[src/rtl/bram_stream_writer.sv]
// bram_stream_writer
// AXI-Stream slave that loads one lattice frame into the nine per-direction
// BRAMs of the LBM core. Each beat carries one pixel. The beat is written at
// the address equal to its pixel index, one cycle after it is accepted.
// Length errors (short or long frame) and byte-enable errors are reported on
// sticky flags. The flags are cleared on the next frame_start.

module bram_stream_writer #(
  parameter int DATA_WIDTH    = 16,
  parameter int DEPTH         = 2500,
  parameter int ADDRESS_WIDTH = 12
) (
  input  logic                       clk,
  input  logic                       rst,
  input  logic                       frame_start,
  input  logic [9*DATA_WIDTH-1:0]    s_tdata,
  input  logic                       s_tvalid,
  output logic                       s_tready,
  input  logic                       s_tlast,
  input  logic [9*DATA_WIDTH/8-1:0]  s_tkeep,
  output logic                       wr_en,
  output logic [ADDRESS_WIDTH-1:0]   wr_addr,
  output logic [DATA_WIDTH-1:0]      wr_n,
  output logic [DATA_WIDTH-1:0]      wr_null,
  output logic [DATA_WIDTH-1:0]      wr_ne,
  output logic [DATA_WIDTH-1:0]      wr_e,
  output logic [DATA_WIDTH-1:0]      wr_se,
  output logic [DATA_WIDTH-1:0]      wr_s,
  output logic [DATA_WIDTH-1:0]      wr_sw,
  output logic [DATA_WIDTH-1:0]      wr_w,
  output logic [DATA_WIDTH-1:0]      wr_nw,
  output logic                       busy,
  output logic                       frame_done,
  output logic                       err_short,
  output logic                       err_long,
  output logic                       err_keep,
  output logic [15:0]                frame_count
);

  // state | meaning
  // IDLE  | waiting for frame_start, stream stalled
  // RECV  | accepting and writing pixels 0..DEPTH-1
  // DRAIN | frame overran DEPTH, discarding beats until tlast
  localparam logic [1:0] ST_IDLE  = 2'd0;
  localparam logic [1:0] ST_RECV  = 2'd1;
  localparam logic [1:0] ST_DRAIN = 2'd2;

  localparam logic [ADDRESS_WIDTH-1:0] LAST_IDX = ADDRESS_WIDTH'(DEPTH - 1);

  logic [1:0]               state;
  logic [1:0]               state_nxt;
  logic [ADDRESS_WIDTH-1:0] pix_idx;
  logic                     accept;
  logic                     keep_ok;
  logic                     at_last;

  assign accept  = s_tvalid & s_tready;
  assign keep_ok = &s_tkeep;
  assign at_last = (pix_idx == LAST_IDX);

  // Next-state decode. s_tready and busy are registered from this value, so
  // they depend only on the state, never combinationally on s_tvalid.
  always_comb begin
    state_nxt = state;
    case (state)
      ST_IDLE:  if (frame_start) state_nxt = ST_IDLE + 2'd1;
      ST_RECV: begin
        if (accept) begin
          if (s_tlast)      state_nxt = ST_IDLE;
          else if (at_last) state_nxt = ST_DRAIN;
        end
      end
      ST_DRAIN: if (accept && s_tlast) state_nxt = ST_IDLE;
      default:  state_nxt = ST_IDLE;
    endcase
  end

  // Frame control: state, pixel index, status flags and frame counter.
  always_ff @(posedge clk or posedge rst) begin
    if (rst) begin
      state       <= ST_IDLE;
      s_tready    <= 1'b0;
      busy        <= 1'b0;
      pix_idx     <= '0;
      frame_done  <= 1'b0;
      err_short   <= 1'b0;
      err_long    <= 1'b0;
      err_keep    <= 1'b0;
      frame_count <= 16'd0;
    end else begin
      state      <= state_nxt;
      s_tready   <= (state_nxt != ST_IDLE);
      busy       <= (state_nxt != ST_IDLE);
      frame_done <= 1'b0;
      case (state)
        ST_IDLE: begin
          if (frame_start) begin
            pix_idx   <= '0;
            err_short <= 1'b0;
            err_long  <= 1'b0;
            err_keep  <= 1'b0;
          end
        end
        ST_RECV: begin
          if (accept) begin
            if (!keep_ok) err_keep <= 1'b1;
            // The index stays at DEPTH-1 so that a frame can never address past the BRAM.
            if (!at_last) pix_idx <= pix_idx + ADDRESS_WIDTH'(1);
            if (s_tlast && at_last) begin
              frame_done  <= 1'b1;
              frame_count <= frame_count + 16'd1;
            end
            if (s_tlast && !at_last) err_short <= 1'b1;
            if (!s_tlast && at_last) err_long  <= 1'b1;
          end
        end
        default: ;
      endcase
    end
  end

  // BRAM write port: registered strobe, address and direction slices.
  always_ff @(posedge clk or posedge rst) begin
    if (rst) begin
      wr_en   <= 1'b0;
      wr_addr <= '0;
      wr_n    <= '0;
      wr_null <= '0;
      wr_ne   <= '0;
      wr_e    <= '0;
      wr_se   <= '0;
      wr_s    <= '0;
      wr_sw   <= '0;
      wr_w    <= '0;
      wr_nw   <= '0;
    end else begin
      wr_en <= 1'b0;
      if (state == ST_RECV && accept && keep_ok) begin
        wr_en   <= 1'b1;
        wr_addr <= pix_idx;
        wr_n    <= s_tdata[8*DATA_WIDTH +: DATA_WIDTH];
        wr_null <= s_tdata[7*DATA_WIDTH +: DATA_WIDTH];
        wr_ne   <= s_tdata[6*DATA_WIDTH +: DATA_WIDTH];
        wr_e    <= s_tdata[5*DATA_WIDTH +: DATA_WIDTH];
        wr_se   <= s_tdata[4*DATA_WIDTH +: DATA_WIDTH];
        wr_s    <= s_tdata[3*DATA_WIDTH +: DATA_WIDTH];
        wr_sw   <= s_tdata[2*DATA_WIDTH +: DATA_WIDTH];
        wr_w    <= s_tdata[1*DATA_WIDTH +: DATA_WIDTH];
        wr_nw   <= s_tdata[0*DATA_WIDTH +: DATA_WIDTH];
      end
    end
  end

endmodule

[config.mk]
export PLATFORM = sky130hd
export DESIGN_NAME = bram_stream_writer
export DESIGN_NICKNAME = d
export VERILOG_FILES = /design/src/rtl/bram_stream_writer.sv
export SDC_FILE = /design/constraint.sdc
export NUM_CORES = 1
export LEC_CHECK = 0
export BUFFER_PORTS_ARGS = -buffer_cell sky130_fd_sc_hd__clkbuf_2
export CAP_MARGIN = 40
export CORE_ASPECT_RATIO = 1.25
export CORE_MARGIN = 2
export CORE_UTILIZATION = 45
export CTS_CLUSTER_SIZE = 25
export DETAILED_ROUTE_END_ITERATION = 8
export PLACE_DENSITY = 0.75
export SLEW_MARGIN = 20
export SYNTH_ARGS = -nofsm -noshare
export SYNTH_HDL_FRONTEND = slang
export SYNTH_SLANG_ARGS = --single-unit
[constraint.sdc]
create_clock -name clk -period 12.7 [get_ports clk]
set_input_delay 3.175 -clock clk [delete_from_list [all_inputs] [get_ports clk]]
set_output_delay 3.175 -clock clk [all_outputs]
set_load 0.01 [all_outputs]
* After elaboration in Yosys (flattened, before gate mapping)
Index checks and enable logic that the tools add are counted.
Word-level totals: logic and storage cells 72, bits in registers 192, input port bits 167
Cells by class: equality and inequality tests 9, mux-type cells 24, bitwise logic cells 1, reduce and logical (&&, ||, !) cells 17, add/sub/neg operators 2
Operators by type and width (number):
- 12-bit 2-to-1 mux | 3
- 12-bit one-hot mux with 2 select lines | 1
- 18-bit AND reduction | 1
- 16-bit by 1-bit adder with 16-bit output, second input constant | 1
- 4-bit AND reduction | 4
- 12-bit by 1-bit adder with 12-bit output, second input constant | 1
- 12-bit equality test, second input constant | 1
- 2-bit inequality test, second input constant | 6
- 1-bit 2-to-1 mux | 11
- 2-bit 2-to-1 mux | 5
- 1-bit logical AND | 6
- 1-bit one-hot mux with 2 select lines | 3
- 2-bit one-hot mux with 3 select lines | 1
- 2-bit nonzero test | 2
- 3-bit AND reduction | 1
- 2-bit by 1-bit equality test with 1-bit output, second input constant | 1
- 2-bit equality test, second input constant | 1
- 1-bit logical NOT | 2
- 2-bit logical NOT | 1
- 1-bit AND | 1

* Logic depth before layout (Yosys ltp)
Gate-level depths: netlist of run 1.
word-level depth 6, mapped depth 7, gate-level depth less buffers 5

* Worst setup path after synthesis of run 1
No wires, ideal clock.
path kind input port to flip-flop, from input s_tkeep[4], to register wr_s[0], required time 12575 ps, arrival time 4427 ps, stages 6, setup slack 8148 ps, path through nand4_1 -> nor4_4 -> nand4_2 -> buf_4 -> buf_6 -> mux2_4
On the way: cells in the longest elaborated chain, start to end 2
Ends and longest elaborated chain:
- start, declared | RTL line 20 | input logic [9*DATA_WIDTH/8-1:0] s_tkeep,
- 18-bit AND reduction | RTL line 58 | assign keep_ok = &s_tkeep;
- 1-bit logical AND | RTL line 138 | if (state == ST_RECV && accept && keep_ok) begin
- end signal, assigned | RTL line 146 | wr_s <= s_tdata[3*DATA_WIDTH +: DATA_WIDTH];
- end, declared | RTL line 28 | output logic [DATA_WIDTH-1:0] wr_s,
No other way between the ends. A chain may end at the register's enable or synchronous reset.

* Worst setup path after layout of run 1
from input s_tkeep[2], to register wr_ne[13]
On the way: cells in the longest elaborated chain, start to end 2
Ends and longest elaborated chain:
- 18-bit AND reduction | RTL line 58
- 1-bit logical AND | RTL line 138
- end signal, assigned | RTL line 143 | wr_ne <= s_tdata[6*DATA_WIDTH +: DATA_WIDTH];
- end, declared | RTL line 25 | output logic [DATA_WIDTH-1:0] wr_ne,
No other way between the ends.

==> impl_metrics.yaml, run 1 <==
power_and_ir_drop:
  p_sw_w: 0.000321
  peakVddDrop_mv: 0.0747
  powerDensity_mw_per_mm2: 123
  clkPwrFrac: 0.417
  cellInternalPower_w: 0.000945
  pwr-share-seq: 0.504
  p_leak_nw: 5.99
  switching_share: 0.254
  p_comb_frac: 0.079
timing:
  max-slew-margin-rel: 0.485
  post-route-min-period_ns: 4.91
  worst_slack_ns: 7.79
  period_share: 0.387
  tightest_slew_ns: 0.773
  tns_ns: 0
  report.final.setup_viol: 0
  final_max_slew_viol_count: 0
  rsz0062_at_grt: "false"
  skew_ns: 0.0140
  hold_viol_final: 0
  hold_ws_ns: 0.477
  fmax_mhz: 204
grt:
  grt_pass1_wl_um: 29000
  antenna_found_initial: 0
  grt_pass1_vias: 5384
  overflow: 0
  gr-usage-all-layers: 0.207
  grt_max_degree: 119
setup_path:
  cp.required_ns: 13.01
  crit_type: "primary input to flop"
  end_kind: "flop"
  crit_slowest_cell: "buf_4"
  slowest_delay_ns: 0.54
  cp.arrival_ns: 5.22
  cp_max_fo: 53
  cp_cell_sequence: "clkbuf_2 > nand4_1 > nor4_4 > nand4_4 > buf_4 > mux2_1"
  startpoint_type: "primary input"
logic_synthesis:
  synth_edf_count: 0
  synthesis.area_mm2: 0.00782
  seq_area_frac_synth: 0.614
  synth_warnings: 0
  synthArstFlopShare: 1.00
  synthCells: 515
  synth_ff_type: "dfrtp_1"
  synth_seq_cells: 192
  syn_nets: 684
  syn_avg_cell_area_um2: 15.2
  synth_cell_types: 47
floorplan:
  die_height_um: 151
  dieArea_mm2: 0.0185
  core_area_mm2: 0.0169
  initial_core_util: 0.463
  die_width_um: 122
  num_io_pins: 346
  rows: 53
clock_tree:
  htreeDepth: 4
  clock_latency_ns: 0.43
  cts_buffers: 17
  cts_tree: "yes"
  clk_pin_slew_ns: 0.07
  post_cts_buffers: 0
  clk_path_buf_depth: 2
  cts_hold_buf: 0
  cts_resized: 0
  clockRootBuffer: "clkbuf_16"
  cts.sinks: 192
drt:
  drc: 0
  drtAntennaViolNets: 0
  vias_per_cell: 4.95
  wl_um: 19500
  top_layer_used: "met4"
  met2_length_um: 9910
  wl_met3_um: 1470
  dr.pass1.iters: 4
  met1_length_um: 7640
  wl_per_cell_um: 17.8
  drt_iter0_drc: 212
  via_count: 5420
layout:
  final_common_cell: "clkbuf_2"
  drive_gt1_frac: 0.515
  nNetsFinal: 1030
  nFillCells: 1383
  antennaDiodeCount: 0
  most-common-layout-cells: "clkbuf_2, dfrtp_1, mux2_1"
  syn_to_final_growth_pct: 31.8
flow_run:
  maxCapViolCount: 0
run_status:
  status: "finished, final reports clean"
placement:
  io_buffers: 345
  dpl.hpwl_um: 14800
  place.gp.congestion: 0.795
  dp_slack_ns: 7.30
min_path:
  hold_class: "flop to flop"
[cells in the mapped netlist, types with 4 or more instances]
cell type / n / share of area
buf_6: 14 / 0.020
dfrtp_1: 192 / 0.61
nand2b_1: 4 / 0.0032
nor2_1: 10 / 0.0048
mux2_4: 29 / 0.056
mux2_2: 28 / 0.040
buf_4: 4 / 0.0038
clkbuf_1: 4 / 0.0019
xnor2_1: 15 / 0.017
a21oi_1: 6 / 0.0038
nor3_1: 5 / 0.0032
and3_1: 6 / 0.0048
inv_1: 5 / 0.0024
nand2_1: 16 / 0.0077
o21ai_0: 4 / 0.0026
nand4_1: 14 / 0.011
mux2_1: 100 / 0.14
nand3_1: 14 / 0.0090
[area by class of cell]
cell class	count	area (um2)	area share
inverters	5	26.3	0.00255
multi-input cells	293	2790	0.271
flip-flops and latches	192	4800	0.466
well taps	220	275	0.0267
repair buffers	352	1830	0.177
clock inverters	13	148	0.0143
clock buffers	19	433	0.0420
[metrics by stage]
step	std cells	util	power [W]	area [um2]
finish	1094	0.610	0.00127	10300
global route	1094	0.610	0.00132	10300
CTS	1093	0.608	0.00128	10300
detailed placement	1061	0.574	0.000751	9700
global placement	1058	0.571	0.000748	9650
floorplan	515	-	0.000703	7820
[registers in the layout, indices dropped and copies added (netlist names)]
signal and cells:
wr_se 16, state 2, pix_idx 12, wr_sw 16, err_keep 1, err_short 1, wr_addr 12, wr_null 16
frame_done 1, wr_nw 16, wr_w 16, wr_ne 16, err_long 1, wr_s 16, wr_n 16, wr_en 1
wr_e 16, busy 1, frame_count 16
[per-layer routing]
layer	vias to the layer above	track usage
met3	33	0.0621
li1	2519	-
met4	0	0.0787
met1	2643	0.254
met2	225	0.346
met5	-	0
[worst max-delay path, delay by kind of cell]
family	cells	cell delay, ns
mux	1	0.41
buf+inv	2	0.62
simple gates	3	0.97
[logic make-up (layout without fill, tap and decap cells)]
group | count (synthesis) | after routing | share of synthesized area
flops | 192 | 192 | 0.614
mux | 160 | 160 | 0.244
simple gates | 90 | 90 | 0.0673
buf+inv | 30 | 389 | 0.0299
compound gates | 24 | 24 | 0.0226
xor+xnor | 17 | 17 | 0.0190
fa+ha+maj | 2 | 2 | 0.00320
[worst paths after layout]
path / from / to / slack, ns / cells after the start
min in group asynchronous: rst / wr_sw[13] / 2.64 / 2
setup / recovery: s_tkeep[2] / wr_ne[13] / 7.79 / 6
hold / removal: frame_count[15] / frame_count[15] / 0.48 / 1
max in group asynchronous: rst / wr_ne[5] / 8.62 / 5
hold reg to reg: frame_count[15] / frame_count[15] / 0.48 / 1
setup reg to reg: state[1] / wr_ne[13] / 9.95 / 5
[power by group through the flow]
stage | logic (W) | registers [W] | clock network, W
final | 0.000100 | 0.000639 | 0.000528
after global routing | 0.000113 | 0.000641 | 0.000564
after CTS | 0.000101 | 0.000639 | 0.000541
after detailed placement | 0.000100 | 0.000651 | 0
after global placement | 0.0000971 | 0.000651 | 0
after floorplan | 0.0000581 | 0.000645 | 0
No activity file was read; power rests on OpenSTA's default activity.
==> run 2, diff against run 1 <==
--- a/config.mk
+++ b/config.mk
@@ -9,7 +9,7 @@
 export CAP_MARGIN = 40
 export CORE_ASPECT_RATIO = 1.25
 export CORE_MARGIN = 2
-export CORE_UTILIZATION = 45
+export CORE_UTILIZATION = 43
 export CTS_CLUSTER_SIZE = 25
 export DETAILED_ROUTE_END_ITERATION = 8
 export PLACE_DENSITY = 0.75
==> constraint.sdc (replaced) <==
create_clock -name clk -period 4.4 [get_ports clk]
set_input_delay 1.1 -clock clk [delete_from_list [all_inputs] [get_ports clk]]
set_output_delay 1.1 -clock clk [all_outputs]
set_load 0.01 [all_outputs]
==> run 2 against run 1 <==
Non-clock buffer count increased by 2. Clock power grew to 2.9 times the previous value. Clock skew decreased by 0.0040 ns. First-iteration DRC count is 9.4% higher. Hold slack gained 0.012 ns. Cell count is 1.0% higher. Largest power group unchanged.
==> impl_metrics.yaml, run 2 (synthesis gave the netlist of run 1 again) <==
grt:
  grt_max_degree: 97
  grt_pass1_wl_um: 29200
  antenna_found_initial: 1
  gr-usage-all-layers: 0.190
  grt_pass1_vias: 5606
  overflow: 0
drt:
  vias_per_cell: 4.91
  drtAntennaViolNets: 0
  wl_um: 18200
  drc: 0
  dr.pass1.iters: 4
  wl_per_cell_um: 16.5
  drt_iter0_drc: 232
  via_count: 5428
layout:
  syn_to_final_growth_pct: 32.5
  final_common_cell: "clkbuf_2"
  seq_area_mm2: 0.00480
  multiInputGateArea_mm2: 0.00279
  drive_gt1_frac: 0.518
  nNetsFinal: 1032
  final_area_mm2: 0.0104
  finalCoreUtilization: 0.577
  most-common-layout-cells: "clkbuf_2, dfrtp_1, mux2_1"
  nFillCells: 1461
clock_tree:
  clk_path_buf_depth: 2
  htreeDepth: 4
  cts_hold_buf: 0
  clock_latency_ns: 0.42
  clk_pin_slew_ns: 0.07
  cts.sinks: 192
  clockRootBuffer: "clkbuf_16"
  cts_resized: 0
  cts_tree: "yes"
  cts_buffers: 17
  post_cts_buffers: 0
timing:
  report.final.setup_viol: 0
  tns_ns: 0
  worst_slack_ns: 2.01
  hold_viol_final: 0
  tightest_slew_ns: 0.622
  fmax_mhz: 418
  post-route-min-period_ns: 2.39
  max-slew-margin-rel: 0.585
  skew_ns: 0.0100
  final_max_slew_viol_count: 0
  period_share: 0.544
  rsz0062_at_grt: "false"
floorplan:
  die_width_um: 125
  num_io_pins: 346
  die_height_um: 155
  initial_core_util: 0.436
  rows: 55
  dieArea_mm2: 0.0193
  core_area_mm2: 0.0180
placement:
  io_buffers: 345
  dp_slack_ns: 1.55
  dpl.hpwl_um: 13800
  place.gp.congestion: 0.785
  placed_area_mm2: 0.00977
setup_path:
  crit_type: "primary input to flop"
  cp.required_ns: 4.71
  startpoint_type: "primary input"
  cp.arrival_ns: 2.70
  cp_max_fo: 47
  end_kind: "flop"
power_and_ir_drop:
  p_leak_nw: 6.01
  peakVddDrop_mv: 0.221
  powerDensity_mw_per_mm2: 355
  power_w: 0.00368
min_path:
  hold_class: "flop to flop"
run_status:
  status: "finished, final reports clean"
flow_run:
  maxCapViolCount: 0
-- run 2: final cells by class --
class | instances | share of cell area
clock buffers | 18 | 0.0424
diodes | 1 | 0.000241
inverters | 5 | 0.00217
well taps | 228 | 0.0275
flip-flops and latches | 192 | 0.464
multi-input cells | 293 | 0.269
clock inverters | 14 | 0.0147
repair buffers | 354 | 0.180
-- run 2: worst max-delay path: stages --
cell and delay, ns:
clkbuf_2 0.08, nand4_1 0.13, nor4_4 0.38, nand4_4 0.15
buf_4 0.25, buf_16 0.23, mux2_1 0.34
-- run 2: power breakdown --
part / switching [W] / total [W] / internal, W / leakage [nW]
Combinational: 0.000163 / 0.000293 / 0.000130 / 3.06
Clock: 0.000723 / 0.00154 / 0.000819 / 0.279
Sequential: 0.0000509 / 0.00185 / 0.00179 / 2.67
Total: 0.000936 / 0.00368 / 0.00274 / 6.01
-- run 2: per-layer routing --
| metal | share of wire | wire length (um) | global-route usage | vias up |
|---|---|---|---|---|
| met1 | 0.40 | 7350 | 0.233 | 2629 |
| met2 | 0.51 | 9290 | 0.327 | 238 |
| met4 | 0.021 | 377 | 0.0749 | 0 |
| met5 | 0 | 0 | 0 | - |
| met3 | 0.064 | 1160 | 0.0439 | 26 |
| li1 | - | - | - | 2535 |
-- run 2: metrics by stage --
stage	cells	hold slack, ns
floorplan	515	0.502
global placement	1070	0.465
detailed placement	1072	0.480
CTS	1104	0.494
global route	1105	0.500
finish	1105	0.489
-- run 2: final timing paths --
check                                 from        to  slack [ns]  cells after the start
worst min-delay path              wr_n[15]  wr_n[15]        0.49                      1
worst max-delay path            s_tkeep[5]  wr_e[10]        2.01                      7
worst min register to register    wr_n[15]  wr_n[15]        0.49                      1
max in group asynchronous              rst  wr_sw[0]        3.10                      3
worst max register to register    state[1]  wr_e[10]        2.12                      6
min in group asynchronous              rst  wr_s[12]        0.64                      2
==> run 3, diff against run 2 <==
==> constraint.sdc (replaced) <==
create_clock -name clk -period 2.2 [get_ports clk]
set_input_delay 0.55 -clock clk [delete_from_list [all_inputs] [get_ports clk]]
set_output_delay 0.55 -clock clk [all_outputs]
set_load 0.01 [all_outputs]
==> run 3 against run 2 <==
Setup slack worse by 1.8 ns. Die area stayed put. Sequential power is 98% higher. Largest cell class unchanged. Hold slack worse by 0.25 ns. Register-to-register slack worse by 2.0 ns. Count of clock-buffer cells in the layout stayed put. Design area is 0.29% higher. Non-clock buffer count is 10 higher.
==> impl_metrics.yaml, run 3 (synthesis gave the netlist of run 1 again) <==
run_status:
  status: "finished, final reports clean"
layout:
  layout.cells.non_filler: 1114
  nNetsFinal: 1042
  final_common_cell: "clkbuf_2"
  antennaDiodeCount: 0
  most-common-layout-cells: "clkbuf_2, dfrtp_1, mux2_1"
  syn_to_final_growth_pct: 32.9
  drive_gt1_frac: 0.523
  final_area_mm2: 0.0104
clock_tree:
  post_cts_buffers: 0
  clockRootBuffer: "clkbuf_16"
  cts_buffers: 17
  cts_hold_buf: 0
  htreeDepth: 4
  clk_pin_slew_ns: 0.08
  cts_resized: 0
  clock_latency_ns: 0.42
  clk_path_buf_depth: 2
  cts.sinks: 192
  cts_tree: "yes"
timing:
  max-slew-margin-rel: 0.612
  rsz0062_at_grt: "false"
  period_share: 0.924
  final_max_slew_viol_count: 0
  report.final.setup_viol: 0
  tightest_slew_ns: 0.582
  fmax_mhz: 492
  skew_ns: 0.00804
  hold_viol_final: 0
  post-route-min-period_ns: 2.03
  hold_ws_ns: 0.240
flow_run:
  maxCapViolCount: 0
setup_path:
  end_kind: "flop"
  startpoint_type: "flop"
  slowest_delay_ns: 0.45
  cp_max_fo: 8
  cp.arrival_ns: 2.34
  cp.required_ns: 2.51
  cp_cell_sequence: "ha_1 > nor4b_1 > and3_1 > buf_4 > nand4_1 > xnor2_1"
  crit_slowest_cell: "dfrtp_1"
  crit_type: "flop to flop"
floorplan:
  dieArea_mm2: 0.0193
  initial_core_util: 0.436
  die_width_um: 125
  core_area_mm2: 0.0180
  rows: 55
  die_height_um: 155
  num_io_pins: 346
grt:
  overflow: 0
  grt_pass1_wl_um: 29500
  antenna_found_initial: 0
  grt_pass1_vias: 5706
  gr-usage-all-layers: 0.191
  grt_max_degree: 112
drt:
  vias_per_cell: 4.94
  wl_per_cell_um: 16.5
  via_count: 5502
  drt_iter0_drc: 242
  drc: 0
  drtAntennaViolNets: 0
  wl_um: 18300
  dr.pass1.iters: 4
min_path:
  hold_class: "primary input to async pin"
power_and_ir_drop:
  peakVddDrop_mv: 0.426
  powerDensity_mw_per_mm2: 697
  p_leak_nw: 6.06
placement:
  post-place-cells: 1082
  placed_area_mm2: 0.00984
  dpl.hpwl_um: 14000
  place.gp.congestion: 0.785
  io_buffers: 345
[run 3: changes by cell type in the layout (fill, tap and decap cells not counted)]
cell / delta
clkinvlp_4: -2
inv_6: +1
buf_4: +10
clkbuf_8: -1
buf_12: +1
bufinv_16: -1
diode_2: -1
clkinv_2: +1
buf_16: -1
inv_8: -1
clkinv_4: +2
clkbuf_1: +1
[run 3: layout make-up]
type                            count  area, um2
Inverter                            5       22.5
Multi-Input combinational cell    293       2790
Fill cell                        1451       7570
Clock buffer                       18        429
Sequential cell                   192       4800
Clock inverter                     14        128
Timing Repair Buffer              364       1930
Tap cell                          228        285
[run 3: metrics by stage]
step | worst slack (ns) | utilization | power, W | TNS, ns
floorplan | -0.826 | - | 0.00406 | -158.68
global placement | 0.0937 | 0.548 | 0.00439 | 0
detailed placement | 0.0259 | 0.548 | 0.00440 | 0
CTS | 0.162 | 0.579 | 0.00735 | 0
global route | 0.00782 | 0.579 | 0.00758 | 0
finish | 0.167 | 0.579 | 0.00724 | 0
[run 3: where the power goes]
group          total [W]  switching (W)  internal, W  leakage [nW]
Combinational   0.000654       0.000361     0.000293          3.12
Sequential       0.00367      0.0000788      0.00359          2.67
Clock            0.00292        0.00143      0.00149         0.269
[run 3: path summary, 6_finish.rpt]
| check | depth (start not counted) | endpoint | startpoint | slack [ns] |
|---|---|---|---|---|
| hold / removal | 3 | wr_s[7] | rst | 0.24 |
| hold reg to reg | 1 | frame_count[15] | frame_count[15] | 0.48 |
| max in group asynchronous | 3 | wr_se[7] | rst | 1.43 |
| setup / recovery | 6 | frame_count[8] | pix_idx[0] | 0.17 |
| min in group clk | 2 | wr_n[4] | s_tdata[132] | 0.33 |
| setup reg to reg | 6 | frame_count[8] | pix_idx[0] | 0.17 |
[run 3: routing by layer]
layer | share of wire | up-vias | GRT usage | wire length [um]
li1 | - | 2552 | - | -
met1 | 0.39 | 2694 | 0.230 | 7180
met2 | 0.51 | 233 | 0.332 | 9370
met3 | 0.078 | 23 | 0.0585 | 1430
met4 | 0.019 | 0 | 0.0583 | 357
met5 | 0 | - | 0 | 0
[run 3: worst max-delay path, delay by kind of cell (launching register included)]
family	cells	cell delay, ns
xor gates and xnor gates	1	0.14
adders and majority gates	1	0.23
buffers and inverters	1	0.20
DFF	1	0.45
and+or+nand+nor	3	0.91
